`config.mk`:
```
export PLATFORM = sky130hd
export DESIGN_NAME = mul_div_unit_flat
export DESIGN_NICKNAME = d
export VERILOG_FILES = /design/src/rtl/mul_div_if.sv /design/src/rtl/mul_div_unit.sv /design/src/flat_wrapper.sv
export SDC_FILE = /design/constraint.sdc
export NUM_CORES = 1
export LEC_CHECK = 0
export BUFFER_PORTS_ARGS = -buffer_cell sky130_fd_sc_hd__buf_2
export CORE_AREA = 2 2 180 182
export CTS_BUF_LIST = sky130_fd_sc_hd__clkbuf_8
export DETAILED_ROUTE_END_ITERATION = 12
export DIE_AREA = 0 0 182 184
export HOLD_SLACK_MARGIN = 0.08
export PLACE_DENSITY = 0.74
export SETUP_SLACK_MARGIN = 0.1
export SLEW_MARGIN = 20
export SYNTH_ARGS = -nofsm -noshare
export SYNTH_HDL_FRONTEND = slang
export SYNTH_SLANG_ARGS = --single-unit
```
`constraint.sdc`:
```
create_clock -name clk -period 6.61 [get_ports clk]
set_input_delay 1.322 -clock clk [delete_from_list [all_inputs] [get_ports clk]]
set_output_delay 1.322 -clock clk [all_outputs]
set_load 0.1 [all_outputs]
```
`src/rtl/mul_div_if.sv`:
```
// Operand/request and HI/LO result bundle between the register-file read side and the mul/div unit.
interface mul_div_if #(parameter int WIDTH = 32);
  logic             start;
  logic [2:0]       op;
  logic [WIDTH-1:0] a;
  logic [WIDTH-1:0] b;
  logic             busy;
  logic             done;
  logic [WIDTH-1:0] hi;
  logic [WIDTH-1:0] lo;

  modport master (output start, op, a, b, input busy, done, hi, lo);
  modport slave  (input start, op, a, b, output busy, done, hi, lo);
endinterface

```
`src/rtl/mul_div_unit.sv`:
```
// Iterative MIPS HI/LO unit: radix-2 shift-add multiply and restoring divide on magnitudes,
// with sign correction applied in a single FIX cycle before HI/LO are written.
module mul_div_unit #(
  parameter int WIDTH = 32,
  parameter int CNT_W = 5
) (
  input  logic     clk,
  input  logic     rst,
  mul_div_if.slave bus
);
  localparam int W2 = 2 * WIDTH;

  typedef enum logic [1:0] {IDLE, CALC, FIX} state_t;
  state_t state, state_n;

  logic [CNT_W-1:0] cnt;
  logic             is_div, neg_q, neg_r, dz, done_q;
  logic [WIDTH-1:0] opnd, hi_q, lo_q;
  logic [W2-1:0]    acc, acc_n;

  logic             start_md, sgn_op, sa, sb;
  logic [WIDTH-1:0] mag_a, mag_b, q_fix, r_fix;
  logic [WIDTH:0]   msum, dtrial;
  logic [W2-1:0]    prod_fix;

  assign start_md = (state == IDLE) && bus.start && !bus.op[2];
  assign sgn_op   = !bus.op[0];
  assign sa       = sgn_op & bus.a[WIDTH-1];
  assign sb       = sgn_op & bus.b[WIDTH-1];
  assign mag_a    = sa ? (~bus.a + 1'b1) : bus.a;
  assign mag_b    = sb ? (~bus.b + 1'b1) : bus.b;

  // acc holds {partial product, remaining multiplier} or {remainder, dividend/quotient}
  always_comb begin
    msum   = {1'b0, acc[W2-1:WIDTH]} + (acc[0] ? {1'b0, opnd} : '0);
    dtrial = acc[W2-1:WIDTH-1] - {1'b0, opnd};
    if (!is_div)
      acc_n = {msum, acc[WIDTH-1:1]};
    else if (!dtrial[WIDTH])
      acc_n = {dtrial[WIDTH-1:0], acc[WIDTH-2:0], 1'b1};
    else
      acc_n = {acc[W2-2:0], 1'b0};
  end

  // Divide-by-zero leaves |a| as remainder, so restoring the dividend sign yields a itself
  always_comb begin
    prod_fix = neg_q ? (~acc + 1'b1) : acc;
    q_fix    = (neg_q && !dz) ? (~acc[WIDTH-1:0] + 1'b1) : acc[WIDTH-1:0];
    r_fix    = neg_r ? (~acc[W2-1:WIDTH] + 1'b1) : acc[W2-1:WIDTH];
  end

  always_comb begin
    state_n = state;
    case (state)
      IDLE:    if (start_md) state_n = CALC;
      CALC:    if (cnt == CNT_W'(WIDTH - 1)) state_n = FIX;
      FIX:     state_n = IDLE;
      default: state_n = IDLE;
    endcase
  end

  always_ff @(posedge clk or negedge rst) begin
    if (!rst) state <= IDLE;
    else      state <= state_n;
  end

  always_ff @(posedge clk or negedge rst) begin
    if (!rst) begin
      cnt    <= '0;
      is_div <= 1'b0;
      neg_q  <= 1'b0;
      neg_r  <= 1'b0;
      dz     <= 1'b0;
      opnd   <= '0;
      acc    <= '0;
      hi_q   <= '0;
      lo_q   <= '0;
      done_q <= 1'b0;
    end else begin
      done_q <= 1'b0;
      case (state)
        IDLE: begin
          if (start_md) begin
            is_div <= bus.op[1];
            neg_q  <= sa ^ sb;
            neg_r  <= sa;
            dz     <= (bus.b == '0);
            opnd   <= bus.op[1] ? mag_b : mag_a;
            acc    <= {{WIDTH{1'b0}}, (bus.op[1] ? mag_a : mag_b)};
            cnt    <= '0;
          end else if (bus.start && bus.op == 3'b100) begin
            hi_q <= bus.a;
          end else if (bus.start && bus.op == 3'b101) begin
            lo_q <= bus.a;
          end
        end
        CALC: begin
          acc <= acc_n;
          cnt <= cnt + 1'b1;
        end
        FIX: begin
          if (is_div) begin
            hi_q <= r_fix;
            lo_q <= q_fix;
          end else begin
            {hi_q, lo_q} <= prod_fix;
          end
          done_q <= 1'b1;
        end
        default: ;
      endcase
    end
  end

  assign bus.busy = (state != IDLE);
  assign bus.done = done_q;
  assign bus.hi   = hi_q;
  assign bus.lo   = lo_q;
endmodule

```
`src/flat_wrapper.sv`:
```
// flat-port wrapper written by rule: the top's interface ports become plain ports
module mul_div_unit_flat 
#(
  parameter int WIDTH = 32,
  parameter int CNT_W = 5
)
  (clk, rst, bus_start, bus_op, bus_a, bus_b, bus_busy, bus_done, bus_hi, bus_lo);
  mul_div_if #(.WIDTH(WIDTH)) bus_i ();
  input  logic clk;
  input  logic rst;
  input wire logic [$bits(bus_i.start)-1:0] bus_start;
  input wire logic [$bits(bus_i.op)-1:0] bus_op;
  input wire logic [$bits(bus_i.a)-1:0] bus_a;
  input wire logic [$bits(bus_i.b)-1:0] bus_b;
  output wire logic [$bits(bus_i.busy)-1:0] bus_busy;
  output wire logic [$bits(bus_i.done)-1:0] bus_done;
  output wire logic [$bits(bus_i.hi)-1:0] bus_hi;
  output wire logic [$bits(bus_i.lo)-1:0] bus_lo;
  assign bus_i.start = bus_start;
  assign bus_i.op = bus_op;
  assign bus_i.a = bus_a;
  assign bus_i.b = bus_b;
  assign bus_busy = bus_i.busy;
  assign bus_done = bus_i.done;
  assign bus_hi = bus_i.hi;
  assign bus_lo = bus_i.lo;
  mul_div_unit #(.WIDTH(WIDTH), .CNT_W(CNT_W)) u_core (.clk(clk), .rst(rst), .bus(bus_i));
endmodule
```
==> results.tsv, run 1 <==
stage	metric	value	unit
global_route	met1_usage	42.1	%
clock_tree	h-tree-depth	4	
synth	syn_nets	2037	
synth	synthAdderAreaFrac	6.27	%
setup_path	end_kind	flip-flop	
global_route	use_met3	6.02	%
setup_path	worstPathMaxFanout	30	
timing	setup_slack	2.15	ns
synth	synth-simple-area-share	19.8	%
global_route	grt.busiest_layer	met2	
synth	yosys.area.top_type	dfrtp_1	
timing	finalSetupViolCount	0	
die	die_area	33500	µm²
clock_tree	clk_latency	0.50	ns
finish	drive_gt1_share	10.9	%
clock_tree	cts_tree	built	
timing	hold_violations	0	
setup_path	crit_arrival	4.82	ns
finish	stdcell_count	2355	
timing	fmax	224	MHz
timing	worst_pin_slew	1.12	ns
synth	yosysSeqAreaShare	29.5	%
timing	hold_slack	0.480	ns
detailed_routing	post_drt_wl_per_cell	22.0	µm
clock_tree	holdBufCountCts	0	
timing	tns	0	ns
die	io_pins	136	
clock_tree	cts_sinks	172	
detailed_routing	routed_via_density	6.30	
global_route	grt_pass1_wl	79700	µm
detailed_routing	ant_nets	0	
synth	yosys-top-cells-count	230 x nor2_1, 191 x a21oi_1, 183 x nand2_1, 172 x dfrtp_1, 166 x o21ai_0	
placed_design	placedCellCount	2323	
die	initial_core_util	46.6	%
synth	synth_cells	1895	
finish	fin_nets	2082	
synth	yosysTopAreaCellShare	29.5	%
synth	async_flop_share	100	%
worst_hold_path	hold_path.class	reg -> reg	
clock_tree	clk_pin_slew_worst_paths	0.10	ns
synth	synth-xor-area-share	9.95	%
timing	clock_skew	0.0245	ns
clock_tree	numCtsBuffers	17	
timing	finalCriticalPeriod	4.46	ns
synth	synth-seq-cells	172	
placed_design	port_buffers	135	
detailed_routing	first_iter_violations	1904	
synth	syn_area	14600	µm²
detailed_routing	routed_wl	51900	µm
flow_run	maxCapViolations	0	
placed_design	preCtsSetupSlack	2.23	ns
setup_path	critPathRequiredTime	6.97	ns
setup_path	cp-start-kind	flip-flop	
timing	slew_viol_final	0	
clock_tree	cts_resized	0	
global_route	grt-ovfl-total	0	
synth	synth.most_common_cell	nor2_1	
synth	synth-compound-area-share	26.1	%
synth	synth_top_family_by_area	compound AO/OA/AOI/OAI gates	
global_route	grt_max_degree	99	
synth	ys_warn_count	0	
synth	synth_area_leaders	dfrtp_1 29%, a21oi_1 6.5%, ha_1 6.0%	
outcome	status	finished, final reports clean	
timing	rsz0062_at_grt	no	
finish	antennaDiodeCount	0	
finish	syn2layout_area_growth	8.67	%
detailed_routing	route.detailed.drc	0	
synth	synth.distinct_cells	74	
detailed_routing	dr.pass1.iters	8	
synth	synth_edf_count	0	
global_route	grt_antenna_before_repair	2	
global_route	grtUsageMet2	48.1	%
placed_design	dp_hpwl	39300	µm
synth	synthMuxAreaShare	3.45	%
die	fp.dieH	184	µm
synth	syn_avg_cell_area	7.71	µm²
global_route	grt_use_total	30.8	%
die	die_x	182	µm
detailed_routing	vias	14800	
clock_tree	cts_root_buf	clkbuf_8	
clock_tree	clockBufferDepth	2	
placed_design	gp_congestion	0.982	
setup_path	path_class	reg -> reg	
timing	slew_headroom	24.9	%
timing	finalCritPeriodShare	67.5	%
die	rows	65	
global_route	grt_pass1_vias	13800	
clock_tree	cts_setup_buffers	0	
die	core_region_area	31400	µm²
synth	synth_top_flop_cell	dfrtp_1	
[layer usage]
metal / vias up / part of all wire [%]
met2: 748 / 44
met1: 7081 / 42
met5: - / 0
met4: 0 / 3.8
li1: 6904 / -
met3: 94 / 10
[stage by stage]
stage | instance area (µm²) | util [%]
CTS | 15900 | 50.6
floorplan | 14600 | -
detailed placement | 15400 | 49.2
global placement | 15400 | 49.2
global route | 15900 | 50.6
finish | 15900 | 50.6
[logic make-up (layout without fill, tap and decap cells)]
family	count (synthesis)	after routing
mux	50	50
fa+ha+maj	72	72
xor+xnor	166	166
flops	172	172
compound gates	621	621
buf+inv	186	244
simple gates	628	628
[cell usage in the layout (no fill, tap or decap), types with 11 or more instances in the layout]
cell type | Yosys | routed
nor2_1 | 230 | 229
a21oi_1 | 191 | 191
nand2_1 | 183 | 182
dfrtp_1 | 172 | 171
o21ai_0 | 166 | 166
buf_2 | 4 | 134
xnor2_1 | 92 | 92
xor2_1 | 74 | 74
ha_1 | 70 | 70
inv_1 | 60 | 59
a211oi_1 | 51 | 51
mux2i_1 | 47 | 47
nor3_1 | 39 | 39
nand3_1 | 31 | 31
a21o_1 | 27 | 27
a31oi_1 | 23 | 23
o31ai_1 | 22 | 22
o221ai_1 | 21 | 21
nand2b_1 | 20 | 19
o211ai_1 | 19 | 19
or3_1 | 18 | 18
a22oi_1 | 18 | 18
clkbuf_8 | 0 | 17
nor4_1 | 16 | 16
buf_4 | 2 | 16
nor2b_1 | 16 | 15
and2_1 | 14 | 14
and3_1 | 14 | 14
o21ai_1 | 13 | 13
o22ai_1 | 13 | 13
nand4_1 | 11 | 11
[sequential cells by signal, summed over array words and instances, names as in the netlist]
register and flops:
u_core.cnt 5, u_core.opnd 32, u_core.acc 64, u_core.bus.lo 32
u_core.neg_q 1, u_core.state 2, u_core.neg_r 1, u_core.is_div 1
u_core.bus.hi 32, u_core.dz 1, u_core.bus.done 1
[worst max-delay path: stages (launching register included)]
cell and delay, ns:
dfrtp_1 0.52, inv_1 0.19, buf_4 0.36, nor2_1 0.10
ha_1 0.34, nand2b_1 0.11, a21oi_1 0.33, o31ai_1 0.19
a211oi_1 0.52, o211ai_1 0.24, o21ai_0 0.72, nor2_1 0.14
a2111oi_2 0.45, o21ai_1 0.12
[layout make-up]
| class | instances | area, µm² |
|---|---|---|
| clock inverters | 15 | 199 |
| fillers | 3078 | 15500 |
| inverters | 61 | 234 |
| clock buffers | 17 | 234 |
| flip-flops and latches | 172 | 4310 |
| multi-input cells | 1537 | 9600 |
| repair buffers | 151 | 802 |
| well taps | 402 | 503 |
[worst paths after layout]
path / depth (start not counted) / from / end / slack, ns
worst max-delay path: 13 / u_core.acc[0] / u_core.acc[61] / 2.15
worst min-delay path: 2 / u_core.bus.lo[17] / u_core.bus.lo[17] / 0.48
worst max register to register: 13 / u_core.acc[0] / u_core.acc[61] / 2.15
worst min register to register: 2 / u_core.bus.lo[17] / u_core.bus.lo[17] / 0.48
max in group asynchronous: 2 / rst / u_core.bus.lo[6] / 4.48
min in group asynchronous: 1 / rst / u_core.acc[20] / 0.90
Power of run 1 is left out: the tool's default activity adds up to more than one toggle a clock period on the data nets, which glitch-free logic cannot reach.
==> inputs of run 2 (changes only) <==
--- a/config.mk
+++ b/config.mk
@@ -5,13 +5,14 @@
 export SDC_FILE = /design/constraint.sdc
 export NUM_CORES = 1
 export LEC_CHECK = 0
+export ABC_AREA = 1
 export BUFFER_PORTS_ARGS = -buffer_cell sky130_fd_sc_hd__buf_2
-export CORE_AREA = 2 2 180 182
+export CORE_AREA = 2 2 198 200
 export CTS_BUF_LIST = sky130_fd_sc_hd__clkbuf_8
 export DETAILED_ROUTE_END_ITERATION = 12
-export DIE_AREA = 0 0 182 184
+export DIE_AREA = 0 0 200 202
 export HOLD_SLACK_MARGIN = 0.08
-export PLACE_DENSITY = 0.74
+export PLACE_DENSITY = 0.76
 export SETUP_SLACK_MARGIN = 0.1
 export SLEW_MARGIN = 20
 export SYNTH_ARGS = -nofsm -noshare
==> constraint.sdc (replaced) <==
create_clock -name clk -period 4.1 [get_ports clk]
set_input_delay 0.82 -clock clk [delete_from_list [all_inputs] [get_ports clk]]
set_output_delay 0.82 -clock clk [all_outputs]
set_load 0.1 [all_outputs]
==> results.tsv, run 2 <==
stage	metric	value	unit
synth	yosys-top-cells-count	922 x nand2_1, 437 x inv_1, 402 x nor2_1, 316 x nand3_1, 187 x a21oi_1	
placed_design	dp_hpwl	59000	µm
synth	synth_cells	3085	
clock_tree	numCtsBuffers	17	
setup_path	worstPathMaxFanout	32	
setup_path	max_stage_delay	0.45	ns
die	die_x	200	µm
detailed_routing	routed_via_density	5.67	
finish	largest-register	u_core.acc	
flow_run	maxCapViolations	0	
timing	clock_skew	0.0332	ns
finish	final_common_cell	nand2_1	
setup_path	cp_slowest_cell	dfrtp_1	
finish	fin_nets	3325	
synth	async_flop_share	100	%
setup_path	cp-start-kind	flip-flop	
detailed_routing	drt-met1-wl	30400	µm
synth	ys_warn_count	0	
finish	largest_register_ffs	64	
timing	finalCritPeriodShare	74.9	%
synth	synth_area_leaders	dfrtp_1 24%, nand2_1 19%, inv_1 9.2%	
die	core_region_area	38300	µm²
timing	hold_violations	0	
timing	slew_headroom	45.9	%
detailed_routing	ant_nets	0	
detailed_routing	post_drt_wl_per_cell	19.6	µm
detailed_routing	first_iter_violations	3100	
synth	synth-seq-cells	172	
outcome	status	finished, final reports clean	
setup_path	path_class	reg -> reg	
worst_hold_path	hold_path.class	in -> async	
synth	yosysTopAreaCellShare	24.1	%
timing	finalSetupViolCount	0	
finish	regArea	4310	µm²
timing	finalCriticalPeriod	3.07	ns
setup_path	crit_arrival	3.49	ns
synth	synth_edf_count	0	
setup_path	critPathRequiredTime	4.52	ns
finish	drive_gt1_share	8.26	%
timing	rsz0062_at_grt	no	
clock_tree	holdBufCountCts	0	
finish	multi_input_area	11400	µm²
setup_path	r2r_slack	1.03	ns
placed_design	port_buffers	135	
detailed_routing	dr_wl_met2	29200	µm
clock_tree	cts_sinks	172	
synth	synth.most_common_cell	nand2_1	
detailed_routing	met3WireLength	8810	µm
global_route	grt_pass1_wl	110000	µm
detailed_routing	maxUsedRoutingLayer	met4	
placed_design	preCtsSetupSlack	1.14	ns
setup_path	crit_family	simple AND/OR/NAND/NOR gates	
synth	yosys.area.top_type	dfrtp_1	
finish	syn2layout_area_growth	9.36	%
detailed_routing	dr.pass1.iters	6	
detailed_routing	vias	21000	
die	io_pins	136	
setup_path	end_kind	flip-flop	
clock_tree	cts_setup_buffers	0	
setup_path	path_cells	inv_1 > ha_1 > fa_1 > inv_1 > nand2_1 > nand2_1 > nand3_1 > nand2_2 > nand2_1 > nand2_2 > nand2_4 > nand3_4 > nand2_4 > nor2_1 > nand2_1 > nand3b_1 > nand2_1	
global_route	grt_max_degree	72	
clock_tree	cts_tree	built	
timing	worst_pin_slew	0.811	ns
clock_tree	clockBufferDepth	2	
timing	tns	0	ns
die	rows	72	
global_route	grt_antenna_before_repair	0	
synth	syn_avg_cell_area	5.78	µm²
placed_design	gp_congestion	1.06	
global_route	grt_pass1_vias	19000	
synth	synth_top_flop_cell	dfrtp_1	
die	initial_core_util	46.6	%
clock_tree	cts_root_buf	clkbuf_8	
die	fp.dieH	202	µm
clock_tree	cts_resized	0	
clock_tree	h-tree-depth	4	
synth	syn_area	17800	µm²
clock_tree	clk_pin_slew_worst_paths	0.13	ns
global_route	grt-ovfl-total	0	
setup_path	path_common_cell	nand2_1	
finish	antennaDiodeCount	0	
global_route	grt_use_total	36.3	%
die	die_area	40400	µm²
clock_tree	clk_latency	0.54	ns
finish	num-fill-cells	4116	
timing	setup_slack	1.03	ns
finish	final_cell_mix	922 x nand2_1, 435 x inv_1, 396 x nor2_1	
synth	syn_nets	3227	
setup_path	crit_buf_inv	2	
timing	slew_viol_final	0	
detailed_routing	routed_wl	72700	µm
synth	synth.distinct_cells	47	
detailed_routing	route.detailed.drc	0	
timing	fmax	326	MHz
synth	yosysSeqAreaShare	24.1	%
-- run 2: changes by cell type after synthesis, sizes merged, moves of 18 or more --
cell,previous run,this run
nand2,183,931
inv,61,447
nand3,31,319
nor2,230,412
xnor2,92,19
clkbuf,111,56
a211oi,51,0
mux2i,47,0
buf,14,44
xor2,74,49
a21o,27,4
nand2b,21,0
o31ai,22,3
or3,18,0
-- run 2: path summary, 6_finish.rpt --
path / cells after the start / startpoint / endpoint
max: 17 / u_core.acc[31] / u_core.acc[39]
min: 1 / rst / u_core.opnd[27]
max reg2reg: 17 / u_core.acc[31] / u_core.acc[39]
min reg2reg: 1 / u_core.cnt[3] / u_core.cnt[3]
max in group asynchronous: 2 / rst / u_core.acc[63]
min in group clk: 1 / u_core.cnt[3] / u_core.cnt[3]
-- run 2: per-stage QoR --
stage	std cells	utilization, %	cell area, µm²	hold slack [ns]
after floorplan	3085	-	17800	0.440
after global placement	3682	49.9	19100	0.462
after detailed placement	3682	49.9	19100	0.466
after CTS	3714	50.9	19500	0.315
after global routing	3714	50.9	19500	0.334
final	3714	50.9	19500	0.284
-- run 2: layer usage --
metal / vias up / GRT usage [%]
met5: - / 0
met4: 0 / 19.7
met3: 174 / 7.79
met2: 1246 / 50.3
met1: 9557 / 52.0
li1: 10100 / -
-- run 2: cell type report --
cell class	instances	share of cell area, %
inverter	453	8.72
tap	518	3.32
clock buffer	17	1.20
sequential	172	22.1
clock inverter	15	0.872
timing repair buffer	179	5.25
multi-input combinational	2360	58.6
-- run 2: logic make-up after synthesis --
logic type / share of synthesized area, %
flops: 24.1
compound gates: 14.5
simple gates: 40.9
xor+xnor: 3.34
buf+inv: 12.0
fa+ha+maj: 5.14
Power of run 2 is left out for the same reason.
